$ cat src/rtl/gcd_pkg.sv
// Shared types and constants for the GCD engine: FSM states, algorithm selects
// and a constant-friendly clog2 used for sizing the shift-exponent register.
package gcd_pkg;

  typedef enum logic [1:0] {
    IDLE  = 2'd0,
    CHECK = 2'd1,
    STEP  = 2'd2,
    DONE  = 2'd3
  } state_t;

  localparam logic MODE_SUB = 1'b0;
  localparam logic MODE_BIN = 1'b1;

  function automatic int clog2(input int value);
    int result;
    result = 0;
    while ((1 << result) < value) begin
      result = result + 1;
    end
    return result;
  endfunction

endpackage

$ cat src/rtl/gcd_step.sv
// One GCD iteration, purely combinational: subtractive Euclid or binary (Stein)
// depending on mode. Subtraction is always larger minus smaller.
module gcd_step
  import gcd_pkg::*;
#(
  parameter int WIDTH = 8,
  parameter int KW    = 3
) (
  input  logic [WIDTH-1:0] x,
  input  logic [WIDTH-1:0] y,
  input  logic [KW-1:0]    k,
  input  logic             mode,
  output logic [WIDTH-1:0] next_x,
  output logic [WIDTH-1:0] next_y,
  output logic [KW-1:0]    next_k
);

  logic binary;
  assign binary = (mode == MODE_BIN);

  always_comb begin
    next_x = x;
    next_y = y;
    next_k = k;
    if (binary && !x[0] && !y[0]) begin
      // common factor of two is stripped and remembered in k
      next_x = x >> 1;
      next_y = y >> 1;
      next_k = k + KW'(1);
    end else if (binary && !x[0]) begin
      next_x = x >> 1;
    end else if (binary && !y[0]) begin
      next_y = y >> 1;
    end else if (x < y) begin
      next_y = y - x;
    end else begin
      next_x = x - y;
    end
  end

endmodule

$ cat src/rtl/gcd_engine.sv
// Multi-cycle GCD engine: go/ready start, CHECK/STEP iteration loop, registered
// result with a one-cycle done pulse and step count; supports sync abort.
module gcd_engine
  import gcd_pkg::*;
#(
  parameter int WIDTH  = 8,
  parameter int STEP_W = WIDTH + 1
) (
  input  logic              clk,
  input  logic              clr,
  input  logic              go,
  input  logic              abort,
  input  logic              mode,
  input  logic [WIDTH-1:0]  a_in,
  input  logic [WIDTH-1:0]  b_in,
  output logic              ready,
  output logic              busy,
  output logic              done,
  output logic [WIDTH-1:0]  gcd_out,
  output logic [STEP_W-1:0] steps
);

  localparam int KW = clog2(WIDTH);

  state_t            state, state_nxt;
  logic [WIDTH-1:0]  x, y, next_x, next_y;
  logic [KW-1:0]     k, next_k;
  logic              m;
  logic [STEP_W-1:0] cnt;
  logic [WIDTH-1:0]  res;
  logic              finished;

  // With x==y, x|y equals x, so one expression covers both terminal cases.
  assign res      = (x | y) << k;
  assign finished = (x == '0) || (y == '0) || (x == y);

  gcd_step #(
    .WIDTH (WIDTH),
    .KW    (KW)
  ) u_step (
    .x      (x),
    .y      (y),
    .k      (k),
    .mode   (m),
    .next_x (next_x),
    .next_y (next_y),
    .next_k (next_k)
  );

  always_ff @(posedge clk or posedge clr) begin
    if (clr) begin
      state <= IDLE;
    end else begin
      state <= state_nxt;
    end
  end

  always_comb begin
    state_nxt = state;
    ready     = 1'b0;
    busy      = 1'b0;
    done      = 1'b0;
    case (state)
      IDLE: begin
        ready = 1'b1;
        if (go && !abort) state_nxt = CHECK;
      end
      CHECK: begin
        busy = 1'b1;
        if (abort)         state_nxt = IDLE;
        else if (finished) state_nxt = DONE;
        else               state_nxt = STEP;
      end
      STEP: begin
        busy      = 1'b1;
        state_nxt = abort ? IDLE : CHECK;
      end
      DONE: begin
        ready     = 1'b1;
        done      = 1'b1;
        state_nxt = IDLE;
      end
      default: state_nxt = IDLE;
    endcase
  end

  always_ff @(posedge clk or posedge clr) begin
    if (clr) begin
      x       <= '0;
      y       <= '0;
      k       <= '0;
      m       <= MODE_SUB;
      cnt     <= '0;
      gcd_out <= '0;
      steps   <= '0;
    end else begin
      case (state)
        IDLE: begin
          if (go && !abort) begin
            x   <= a_in;
            y   <= b_in;
            m   <= mode;
            k   <= '0;
            cnt <= '0;
          end
        end
        CHECK: begin
          if (abort) begin
            cnt <= '0;
          end else if (finished) begin
            gcd_out <= res;
            steps   <= cnt;
          end
        end
        STEP: begin
          if (abort) begin
            cnt <= '0;
          end else begin
            x   <= next_x;
            y   <= next_y;
            k   <= next_k;
            cnt <= cnt + STEP_W'(1);
          end
        end
        default: ;
      endcase
    end
  end

endmodule

$ cat config.mk
export PLATFORM = sky130hd
export DESIGN_NAME = gcd_engine
export DESIGN_NICKNAME = d
export VERILOG_FILES = /design/src/rtl/gcd_pkg.sv /design/src/rtl/gcd_step.sv /design/src/rtl/gcd_engine.sv
export SDC_FILE = /design/constraint.sdc
export NUM_CORES = 1
export LEC_CHECK = 0
export CAP_MARGIN = 20
export CORE_MARGIN = 8
export CORE_UTILIZATION = 57
export CTS_BUF_LIST = sky130_fd_sc_hd__clkbuf_16
export CTS_CLUSTER_SIZE = 28
export DETAILED_ROUTE_END_ITERATION = 10
export GPL_TIMING_DRIVEN = 0
export PLACE_DENSITY = 0.78
export SLEW_MARGIN = 30
export SYNTH_ARGS = -nofsm -noshare
export SYNTH_HDL_FRONTEND = slang
export SYNTH_SLANG_ARGS = --single-unit
$ cat constraint.sdc
create_clock -name clk -period 2.8 [get_ports clk]
set_input_delay 0.42 -clock clk [delete_from_list [all_inputs] [get_ports clk]]
set_output_delay 0.42 -clock clk [all_outputs]
set_load 0.05 [all_outputs]
==> results of run 1 <==
[how the worst max path moves through the flow]
stage,to,slack [ns],cells past startpoint
final,x[4],0.24,10
after detailed placement,x[4],0.31,10
after CTS,x[4],0.30,10
after floorplan,x[5],0.60,8
after global routing,y[2],0.19,10
after global placement,y[5],0.25,2
[routing by layer]
metal  track usage (%)  vias to the layer above
li1                  -                     1413
met2             35.23                       96
met4             5.332                        0
met3             4.127                       17
met5                 0                        -
met1             25.46                     1454
[sequential cells by signal, summed over array words and instances (netlist names)]
name	flops
cnt	9
gcd_out	8
k	3
m	1
state	2
steps	9
x	8
y	8
[metrics by stage]
stage / worst slack (ns) / utilization (%) / std cells
floorplan: 0.5998 / - / 378
global placement: 0.2478 / 67.58 / 492
detailed placement: 0.3136 / 67.63 / 492
CTS: 0.2951 / 70.74 / 499
global route: 0.1900 / 70.74 / 499
finish: 0.2439 / 70.74 / 499
[logic make-up after synthesis]
kind of cell / count (synthesis) / share of synthesized area [%]
mux: 33 / 11.27
xor+xnor: 12 / 2.968
simple gates: 108 / 15.37
fa+ha+maj: 31 / 11.38
buf+inv: 54 / 7.314
compound gates: 92 / 17.77
flops: 48 / 33.92
[layout make-up]
type | instances | share of cell area [%]
well taps | 75 | 2.228
repair buffers | 39 | 9.266
clock inverters | 2 | 1.426
flip-flops and latches | 48 | 28.51
plain buffers | 21 | 3.208
multi-input cells | 276 | 49.39
inverters | 33 | 3.000
clock buffers | 5 | 2.970
[placed cells by master (no fill, tap or decap), types with 7 or more instances in the layout]
cell / Yosys / layout
mux2_2: 15 / 15
nor2b_1: 7 / 7
nor2_1: 27 / 27
o21ai_0: 25 / 25
nand2_1: 30 / 30
inv_1: 33 / 32
xnor2_1: 8 / 8
a21oi_1: 21 / 21
nand3_1: 14 / 14
ha_1: 29 / 29
mux2i_1: 14 / 14
clkdlybuf4s50_1: 0 / 39
dfrtp_1: 48 / 48
[power by group through the flow]
| stage | Combinational [mW] | Clock, mW | Sequential (mW) |
|---|---|---|---|
| 2_1_floorplan | 2.34 | 0 | 1.13 |
| 3_3_place_gp | 3.04 | 0 | 1.07 |
| 3_5_place_dp | 3.12 | 0 | 1.08 |
| 4_1_cts | 3.15 | 0.766 | 1.07 |
| 5_1_grt | 3.50 | 0.799 | 1.10 |
| 6_report | 3.18 | 0.760 | 1.08 |
==> impl_results.md, run 1 <==
* Status: complete, no violations
* Hold_ws at a little under 0.5 ns
* Max Fclk at a little under 400 MHz
* RSZ-0062 raised after global routing: false
* Final hold vios at 0
* Slowest CP cell: dfrtp_1
* Lkg Pwr at 1.851 nW
* Area leader, netlist: dfrtp_1
* Top-area cell type share of the netlist area at 33.92%
* Reg2reg end: x[4]
* Most frequent cell after synthesis: dfrtp_1
* Via density at 5.972
* Shortest period the worst path allows at 2.556 ns
* I/O Pins at 41
* Ratio of cells with drive above 1 in the final layout at between 10 and 15%
* DR top layer: met4
* Gr ovfl total at 0
* Wl on met1 at between 3000 and 4000 µm
* WL met2 at between 4000 and 5000 µm
* Net Sw Power at 2.361 mW
* Clock skew at 0.004615 ns
* Final slew viol count at 0
* Critical-path cell list: inv_1 > ha_1 > fa_1 > nor3_2 > o31ai_4 > a31oi_1 > o21ai_2 > buf_6 > nand2_1 > o21ai_0
* R2R depth at 10
* Register bit count reported by yosys at 48
* Via total after detailed routing at 2980
* Mapped Area at around 3500 µm²
* Met3 WL at 576 µm
* Pwr/cell area at 1192 nW/µm²
* Reg2reg start: x[0]
* Routed Antenna Nets at 0
* Delay-heaviest family, CP: adder cells
* Drt initial violations at 252
* Fillers at approximately 470
* First-pass GRT wire length at 14710 µm
* Asr flop ratio synth at 100.0%
* R2r setup slk at 0.24 ns
* DIE HEIGHT at around 95 µm
* Clk sink count at 48
* Cts hold-fix bufs at 0
* Post-CTS setup buffer count at 0
* Skew-Pair Late Insertion Delay at around 0.28 ns
* Worst Setup End Kind: flop
* Die W at 94.82 µm
* Initial antenna violation count at 0
* Ys Warns at 0
* Num CTS Buffers at 5
* Gates resized, CTS repair at 0
* CTS tree: done
* Synth top cells by count: dfrtp_1 (48), inv_1 (33), nand2_1 (30)
* Seq pwr share at between 20% and 30%
* Post-Syn Nets at 430
* Detailed placer's ending HPWL at 6505 µm
* Share of the yosys chip area belonging to registers at 33.92%
* Crit path from: x[0]
* CORE AREA at 5956 µm²
* Clock transition at path regs at 0.06 ns
* GRT Total Usage at 20.46%
* Hold Crit Class: reg2reg
* Slew @ Worst Pin at 0.6359 ns
* Delay of the slowest critical-path stage at around 0.47 ns
* Max FO, Critical Path at 10
* Crit start category: flop
* Initial core utilization at 59.45%
* Nets at 476
* Synth Area per Inst at 9.367 µm²
* Min-delay src: gcd_out[5]
* RD Place Congestion at 0.9229
* Input/output buffers at 39
* Drt total wl at 8813 µm
* Longest Clk Path Bufs at 2
* # DRC at 0
* # diodes at 0
* Clk pwr share at 15.1%
* Period utilization at 91.29%
* EDFF count, synth at 0
* P_int at 2.659 mW
* Hold depth at 1
* Register area at 1201 µm²
* H-tree depth at 2
* Placed cell area at 4028 µm²
* Vias in the first global route at roughly 3000
* Main synth FF type: dfrtp_1
* Worst IR drop on VDD at ~840 µV
* Area of the multi-input gates at 2081 µm²
* Post-route cell area at 4213 µm²
* MaxCap Viol Count at 0
* Area growth syn-to-layout at 18.98%
* Netlist cell types at 57
* Top cells by area, synth: dfrtp_1 (34%), ha_1 (10%), mux2_2 (4.8%)
* Req. time, crit path at around 3.0 ns
* Die Area at between 8000 and 9000 µm²
* Comb power frac at 63.4%
* Type of the worst setup path: reg2reg
* Row count at 28
* Pwr Total at approximately 5.0 mW
* TNS Setup at 0 ns
* Root Buffer: clkbuf_16
* Largest net degree at the start of global routing at a little under 50
* Rel. slew slack at about 58%
* Sw Share at ~47%
* Final setup viols at 0
* Routed len/inst at between 15 and 20 µm
* WP buf/inv at 2
* First-pass detailed-route iteration total at 5
* WP data arrival at 2.71 ns
* Hold Path Sink: gcd_out[5]
* Gate Count Post-Synth at 378
(Power assumes the default switching activity.)
==> run 2: changes to the inputs <==
--- a/config.mk
+++ b/config.mk
@@ -9,6 +9,7 @@
 export CORE_MARGIN = 8
 export CORE_UTILIZATION = 57
 export CTS_BUF_LIST = sky130_fd_sc_hd__clkbuf_16
+export CTS_CLUSTER_DIAMETER = 100
 export CTS_CLUSTER_SIZE = 28
 export DETAILED_ROUTE_END_ITERATION = 10
 export GPL_TIMING_DRIVEN = 0
==> results of run 2 <==
No change in the layout: final DEF, timing and power equal those of run 1.
